[config.mk]
export PLATFORM = sky130hd
export DESIGN_NAME = ssd_scan_driver
export DESIGN_NICKNAME = d
export VERILOG_FILES = /design/src/rtl/ssd_scan_driver.sv
export SDC_FILE = /design/constraint.sdc
export NUM_CORES = 1
export LEC_CHECK = 0
export CAP_MARGIN = 20
export CELL_PAD_IN_SITES_DETAIL_PLACEMENT = 0
export CELL_PAD_IN_SITES_GLOBAL_PLACEMENT = 2
export CORE_UTILIZATION = 30
export DETAILED_ROUTE_END_ITERATION = 10
export PLACE_DENSITY = 0.72
export SYNTH_ARGS = -nofsm -noshare
export SYNTH_HDL_FRONTEND = slang
export SYNTH_SLANG_ARGS = --single-unit
[constraint.sdc]
create_clock -name clk -period 3 [get_ports clk]
set_clock_uncertainty 0.2 [all_clocks]
set_input_delay 0.3 -clock clk [delete_from_list [all_inputs] [get_ports clk]]
set_output_delay 0.3 -clock clk [all_outputs]
set_load 0.01 [all_outputs]
[src/rtl/ssd_scan_driver.sv]
// ssd_scan_driver: scans a 16-bit hex value across a 4-digit common-anode
// seven-segment display, one nibble at a time.
// Each digit is driven for DIV cycles, then all anodes stay off for GAP
// cycles. A pending register holds loaded values until the next frame
// boundary, so a frame never mixes old and new digits.
// Optional build macro: SSD_SCAN_LZ_BLANK_EN enables leading-zero blanking.
module ssd_scan_driver #(
    parameter int DIV   = 100000,
    parameter int GAP   = 2,
    parameter int CNT_W = 20
) (
    input  logic        clk,
    input  logic        reset,
    input  logic [15:0] value,
    input  logic [3:0]  dp_in,
    input  logic        load,
    output logic [3:0]  nibble,
    output logic [3:0]  anode,
    output logic        dp,
    output logic [1:0]  digit_idx,
    output logic        frame_start
);

    typedef enum logic {
        S_DRIVE = 1'b0,
        S_GAP   = 1'b1
    } state_t;

    // Terminal counts. GAP = 0 removes the blanking slot entirely; the
    // GAP state is then only reached out of reset and left on the next edge.
    localparam bit              HAS_GAP    = (GAP > 0);
    localparam int              GAP_LAST_I = (GAP > 0) ? GAP - 1 : 0;
    localparam logic [CNT_W-1:0] DIV_LAST  = CNT_W'(DIV - 1);
    localparam logic [CNT_W-1:0] GAP_LAST  = CNT_W'(GAP_LAST_I);

    state_t             state;
    state_t             state_nxt;
    logic [CNT_W-1:0]   cnt;
    logic [CNT_W-1:0]   cnt_nxt;
    logic [1:0]         idx_nxt;
    logic               advance;
    logic               boundary;

    logic [15:0]        display;
    logic [15:0]        display_nxt;
    logic [3:0]         display_dp;
    logic [3:0]         display_dp_nxt;
    logic [15:0]        pending;
    logic [3:0]         pending_dp;
    logic               pending_valid;
    logic               pending_valid_nxt;

    logic [3:0]         anode_nxt;
    logic [3:0]         nibble_nxt;
    logic               dp_nxt;
    logic               blank;

    // Next-state logic: slot counter, DRIVE/GAP sequencing and digit advance.
    always_comb begin
        state_nxt = state;
        cnt_nxt   = cnt + CNT_W'(1);
        advance   = 1'b0;
        case (state)
            S_DRIVE: begin
                if (cnt == DIV_LAST) begin
                    cnt_nxt = '0;
                    if (HAS_GAP) begin
                        state_nxt = S_GAP;
                    end else begin
                        advance = 1'b1;
                    end
                end
            end
            S_GAP: begin
                if (!HAS_GAP || (cnt == GAP_LAST)) begin
                    cnt_nxt = '0;
                    advance = 1'b1;
                end
            end
            default: begin
                state_nxt = S_GAP;
                cnt_nxt   = '0;
            end
        endcase
        if (advance) begin
            state_nxt = S_DRIVE;
        end
        idx_nxt  = advance ? (digit_idx + 2'd1) : digit_idx;
        boundary = advance && (digit_idx == 2'd3);
    end

    // Shadow update: display only changes on the edge that starts digit 0.
    // A load on that very edge bypasses pending and is shown immediately.
    always_comb begin
        display_nxt       = display;
        display_dp_nxt    = display_dp;
        pending_valid_nxt = pending_valid;
        if (boundary) begin
            if (load) begin
                display_nxt    = value;
                display_dp_nxt = dp_in;
            end else if (pending_valid) begin
                display_nxt    = pending;
                display_dp_nxt = pending_dp;
            end
            pending_valid_nxt = 1'b0;
        end else if (load) begin
            pending_valid_nxt = 1'b1;
        end
    end

`ifdef SSD_SCAN_LZ_BLANK_EN
    logic lz_zero;

    // Leading-zero detect on the digit about to be driven; digit 0 never
    // blanks and a digit carrying a decimal point is always shown.
    always_comb begin
        lz_zero = 1'b0;
        case (idx_nxt)
            2'd1:    lz_zero = (display_nxt[15:4]  == 12'h000);
            2'd2:    lz_zero = (display_nxt[15:8]  == 8'h00);
            2'd3:    lz_zero = (display_nxt[15:12] == 4'h0);
            default: lz_zero = 1'b0;
        endcase
        blank = lz_zero && !display_dp_nxt[idx_nxt];
    end
`else
    assign blank = 1'b0;
`endif

    // Output look-ahead: outputs are computed from next-cycle state so the
    // registered anode/nibble/dp switch on the same edge as the state.
    always_comb begin
        anode_nxt  = 4'b1111;
        nibble_nxt = nibble;
        dp_nxt     = dp;
        if (state_nxt == S_DRIVE) begin
            nibble_nxt = display_nxt[4*idx_nxt +: 4];
            dp_nxt     = ~display_dp_nxt[idx_nxt];
            if (!blank) begin
                anode_nxt = ~(4'b0001 << idx_nxt);
            end
        end
    end

    // Sequencer registers; digit_idx resets to 3 so the first DRIVE is digit 0.
    always_ff @(posedge clk) begin
        if (reset) begin
            state     <= S_GAP;
            cnt       <= '0;
            digit_idx <= 2'd3;
        end else begin
            state     <= state_nxt;
            cnt       <= cnt_nxt;
            digit_idx <= idx_nxt;
        end
    end

    // Registered display drive; reset blanks the display at once.
    always_ff @(posedge clk) begin
        if (reset) begin
            anode       <= 4'b1111;
            nibble      <= 4'h0;
            dp          <= 1'b1;
            frame_start <= 1'b0;
        end else begin
            anode       <= anode_nxt;
            nibble      <= nibble_nxt;
            dp          <= dp_nxt;
            frame_start <= boundary;
        end
    end

    // Shown value and pending flag; reset discards any pending load.
    always_ff @(posedge clk) begin
        if (reset) begin
            display       <= 16'h0000;
            display_dp    <= 4'b0000;
            pending_valid <= 1'b0;
        end else begin
            display       <= display_nxt;
            display_dp    <= display_dp_nxt;
            pending_valid <= pending_valid_nxt;
        end
    end

    // Pending data capture; qualified by pending_valid, so it needs no reset.
    always_ff @(posedge clk) begin
        if (load) begin
            pending    <= value;
            pending_dp <= dp_in;
        end
    end

endmodule

==> metrics.cfg, run 1 <==
[sta]
setup_tns_ps=0
holdWs_ps=200
worst_slew_pin_slew_ps=531
finalSetupViolations=0
max_freq_mhz=367
hold_violations=0
period_share_pct=90.9
rsz0062_at_grt=no
slew_headroom_pct=64.5
post-route-min-period_ps=2730
slew_violations=0

[clock_tree]
cts_max_level=3
cts_sinks=74
ctsHoldBuffers=0
clockRootBuffer=clkbuf_8
insertion_delay_ps=350
clk_pin_slew_ps=80
cts_tree=done
cts_setup_buffers=0
post_cts_resized=0
cts_buffers=9
cts_max_path_buffers=2

[grt]
grt_max_degree=29
antenna_found_initial=0
overflow=0
grt_pass1_vias=2561
grt_pass1_wl_um=13600
grt_usage_pct=15.9

[placement]
gp_congestion=0.746
postPlaceCellArea_um2=3760
portBuffers=34
hpwlAfterDp_um=5460

[synth]
synth_cells=326
ys.flop_type=dfxtp_1
syn_avg_cell_area_um2=9.98
ys_seq_area_share_pct=51.7
ys.warnings.count=0
ys_types=44
synth_seq_cells=74
synthArstFlopShare_pct=0
synth_area_um2=3250
synth_edf_count=20
synth_nets=352

[routing]
routed_wl_um=8140
drc=0
drt-pass1-iter-count=4
final_antenna_net_count=0
vias=2549
wl_per_cell_um=16.2
drt-vias-per-instance=5.06
initialDrtViolationCount=166

[critical_path]
critPathMaxFanout=16
arrival_ps=2770
cp-start-kind=flip-flop
critPathKind=reg -> reg
endpoint_kind=flip-flop
cp.required_ps=3050

[power_and_ir_drop]
seq_power_share_pct=43.7
ir_drop_v=0.000447
pwr-share-comb_pct=24.2
p_per_area_nw_per_um2=686
clockPowerShare_pct=32.1
p_sw_share_pct=30.4
power.switching_mw=0.832
intPower_mw=1.90
leakage_nw=1.41

[die]
die_w_um=106
die_area_um2=11300
io_pins=35
std_cell_rows=37
placeableCoreArea_um2=10400
start_util_pct=31.2
die_height_um=106

[flow_run]
maxCapViolations=0

[final_layout]
layout.nets=389
layout-drive-gt1-share_pct=11.4
synthToLayoutAreaGrowth_pct=22.5
stdcell_area_um2=3990
layout_commonest_cell=dfxtp_1
final_cell_mix=dfxtp_1 (54), clkdlybuf4s50_1 (33), nand2_1 (30), nor2_1 (30), nand3_1 (21)
n_antenna_cell=0

[min_path]
hold_path_class=in -> reg

[status]
status=finished clean

[logic make-up (layout without fill, tap and decap cells)]
family / after synthesis / in the layout / synth area share [%]
AO/OA/AOI/OAI: 65 / 65 / 14.5
AND/OR/NAND/NOR: 137 / 137 / 22.4
XOR/XNOR: 19 / 19 / 5.11
multiplexers: 3 / 3 / 1.19
adder cells (fa/ha/maj): 3 / 3 / 1.15
buffers and inverters: 25 / 67 / 3.96
flip-flops: 74 / 74 / 51.7
[path summary, 6_finish.rpt]
kind                              start            end  slack (ps)  depth (start not counted)
worst max-delay path            cnt[12]             dp         270                          7
worst max register to register  cnt[12]             dp         270                          7
worst min-delay path               load  pending_dp[3]         200                          1
worst min register to register   cnt[0]         cnt[0]         290                          1
[flip-flops by register name (all words and copies together), names as in the netlist]
signal         count
display_dp         4
nibble             4
dp                 1
digit_idx          2
pending_valid      1
display           16
pending           16
anode              4
state              1
frame_start        1
pending_dp         4
cnt               20
[power groups by stage]
stage,sequential [mW],clock (mW),combinational [mW]
global placement,1.22,0,0.670
floorplan,1.21,0,0.414
detailed placement,1.22,0,0.665
global route,1.21,0.951,0.733
finish,1.19,0.879,0.662
CTS,1.20,0.907,0.670
[layout make-up]
cell class,instances,area (um^2)
repair buffers,46,438
fillers,1046,6430
clock buffers,10,138
multi-input cells,227,1450
inverters,5,18.8
clock inverters,6,88.8
well taps,136,170
flip-flops and latches,74,1680
[synthesized netlist by cell type, types with 2 or more instances]
cell / instances / area (um^2)
buf_2: 4 / 20.0
xor2_1: 14 / 123
nand4_1: 15 / 93.8
clkbuf_1: 8 / 30.0
nand2b_1: 5 / 31.3
and3_1: 6 / 37.5
nor3_1: 7 / 35.0
o22ai_1: 2 / 12.5
and2_1: 2 / 12.5
edfxtp_1: 20 / 601
or4_1: 2 / 15.0
nand2_1: 30 / 113
ha_1: 3 / 37.5
a21oi_1: 12 / 60.1
a41oi_1: 2 / 17.5
nand3_2: 4 / 40.0
buf_6: 2 / 22.5
a32oi_1: 16 / 140
dfxtp_1: 54 / 1080
inv_1: 5 / 18.8
nor2b_1: 7 / 43.8
xnor2_1: 5 / 43.8
o211ai_1: 8 / 60.1
a221o_1: 2 / 20.0
nor2_1: 30 / 113
buf_4: 4 / 30.0
a21boi_0: 8 / 60.1
a31oi_1: 12 / 75.1
nand3_1: 21 / 105
buf_1: 2 / 7.51
[worst max-delay path: stages (launching register included)]
cell and delay [ps]:
dfxtp_1 340, or4_1 560, nor4_4 400, buf_4 320, nand2_1 80, a21oi_1 380, inv_1 80, o221a_2 270
[stage by stage]
step	worst slack [ps]	instances	utilization, %	power [mW]
after floorplan	564	326	-	1.63
after global placement	270	488	36.1	1.89
after detailed placement	263	488	36.1	1.88
after CTS	245	504	38.3	2.77
after global routing	19.4	504	38.3	2.89
final	272	504	38.3	2.74
[per-layer routing]
layer	global-route usage (%)	share of wire, %	vias to the layer above
met5	0	0	-
met4	5.26	0.47	0
met3	3.99	3.9	2
met2	23.9	46	52
met1	22.1	50	1216
li1	-	-	1279
Power figures use the tool's default switching activity.
==> inputs of run 2 (changes only) <==
--- a/config.mk
+++ b/config.mk
@@ -8,6 +8,7 @@
 export CAP_MARGIN = 20
 export CELL_PAD_IN_SITES_DETAIL_PLACEMENT = 0
 export CELL_PAD_IN_SITES_GLOBAL_PLACEMENT = 2
+export CORE_ASPECT_RATIO = 1.5
 export CORE_UTILIZATION = 30
 export DETAILED_ROUTE_END_ITERATION = 10
 export PLACE_DENSITY = 0.72
==> run 2 against run 1 <==
Non-clock buffer count is 5 higher. Combinational power is 3% higher. Global-route usage up 0.20 points. Sequential power about the same. Via count rose by 2.6%. Core utilization is 0.66 points higher. Largest cell class unchanged. Largest power group unchanged.
==> metrics.cfg, run 2 (synthesis gave the netlist of run 1 again) <==
[routing]
vias=2614
final_antenna_net_count=0
drt-vias-per-instance=5.06
drt-pass1-iter-count=4
initialDrtViolationCount=113
routed_wl_um=8250
drc=0
wl_per_cell_um=16.0

[sta]
setup_ws_ps=306
worst_slew_pin_slew_ps=427
hold_violations=0
post-route-min-period_ps=2690
slew_headroom_pct=71.6
finalSetupViolations=0
slew_violations=0
period_share_pct=89.8
rsz0062_at_grt=no
setup_tns_ps=0
max_freq_mhz=371

[critical_path]
cp-start-kind=flip-flop
critical-path-max-stage-delay_ps=570
endpoint_kind=flip-flop
critPathKind=reg -> reg
cp.required_ps=3030
cp_cell_sequence=or4_1 > nor4_4 > buf_12 > nand3_4 > xor2_1 > nand3_1 > o221a_2
critPathMaxFanout=20
critPathSlowestCell=or4_1
arrival_ps=2730

[power_and_ir_drop]
ir_drop_v=0.000364
p_per_area_nw_per_um2=717
leakage_nw=1.47

[clock_tree]
cts_buffers=9
cts_setup_buffers=0
cts_tree=done
cts_sinks=74
cts_max_path_buffers=2
clockRootBuffer=clkbuf_16
post_cts_resized=0
clk_pin_slew_ps=60
cts_max_level=3
ctsHoldBuffers=0
insertion_delay_ps=340

[die]
die_area_um2=11300
placeableCoreArea_um2=10600
io_pins=35
std_cell_rows=46
die_w_um=87.0
die_height_um=130
start_util_pct=30.7

[grt]
grt_pass1_wl_um=13300
overflow=0
antenna_found_initial=0
grt_usage_pct=16.1
grt_pass1_vias=2598
grt_max_degree=26

[final_layout]
multi_input_area_um2=1450
layout_commonest_cell=dfxtp_1
n_antenna_cell=0
final_cells=517
largestRegisters=cnt x20, display x16, pending x16
synthToLayoutAreaGrowth_pct=26.7
largest_reg_flops=20
register_area_um2=1680
layout.nets=394
largest-register=cnt
layout-drive-gt1-share_pct=12.6
fillers=1100
final_cell_mix=dfxtp_1 (54), clkdlybuf4s50_1 (33), nand2_1 (30), nor2_1 (30), nand3_1 (21)

[status]
status=finished clean

[placement]
portBuffers=34
gp_congestion=0.720
dp_cells=501
place_ws_ps=297
hpwlAfterDp_um=5830

[flow_run]
maxCapViolations=0

[min_path]
hold_path_class=in -> reg

## run 2: changes by cell type in the layout (fill, tap and decap cells not counted)
cell        before  now
clkbuf_8        10    0
clkbuf_16        0    9
buf_4           11   15
inv_6            0    2
buf_12           1    2
bufinv_16        2    1
clkinvlp_4       0    1
inv_4            1    0
## run 2: critical path, delay by kind of cell (launching register included)
kind	cells	cell delay, ps
and+or+nand+nor	4	1230
xor gates and xnor gates	1	320
buffers and inverters	1	200
DFF	1	330
AOI/OAI and AO/OA	1	310
## run 2: metal layers
metal / GRT usage (%) / share of wire (%) / wire length [um] / up-vias
li1: - / - / - / 1295
met1: 16.9 / 40 / 3280 / 1240
met2: 29.0 / 53 / 4390 / 64
met3: 4.46 / 4.3 / 352 / 15
met4: 8.04 / 2.7 / 223 / 0
met5: 0 / 0 / 0 / -
## run 2: area by class of cell
class | count | share of cell area (%)
sequential | 74 | 40.8
multi-input combinational | 227 | 35.2
timing repair buffer | 51 | 11.8
clock buffer | 9 | 5.46
tap | 144 | 4.37
clock inverter | 7 | 1.88
inverter | 5 | 0.455
## run 2: path summary, 6_finish.rpt
path | depth (start not counted) | to | slack (ps) | from
worst max-delay path | 7 | dp | 310 | cnt[13]
worst min register to register | 2 | nibble[2] | 280 | nibble[2]
worst min-delay path | 1 | pending[9] | 230 | load
worst max register to register | 7 | dp | 310 | cnt[13]
## run 2: where the power goes
group	switching (mW)	internal, mW
Combinational	0.383	0.297
Sequential	0.0621	1.13
Clock	0.435	0.650
Total	0.880	2.08
## run 2: metrics by stage
| stage | instance area [um^2] | power, mW | util [%] | hold slack (ps) |
|---|---|---|---|---|
| floorplan | 3250 | 1.63 | - | 199 |
| global placement | 3820 | 1.91 | 36.1 | 269 |
| detailed placement | 3820 | 1.91 | 36.1 | 269 |
| CTS | 4120 | 3.00 | 38.9 | 210 |
| global route | 4120 | 3.12 | 38.9 | 234 |
| finish | 4120 | 2.96 | 38.9 | 225 |
==> inputs of run 3 (changes only) <==
--- a/config.mk
+++ b/config.mk
@@ -12,6 +12,7 @@
 export CORE_UTILIZATION = 30
 export DETAILED_ROUTE_END_ITERATION = 10
 export PLACE_DENSITY = 0.72
+export SKIP_LAST_GASP = 1
 export SYNTH_ARGS = -nofsm -noshare
 export SYNTH_HDL_FRONTEND = slang
 export SYNTH_SLANG_ARGS = --single-unit
==> results of run 3 <==
The final DEF is identical to that of run 2; final timing and power are the same.
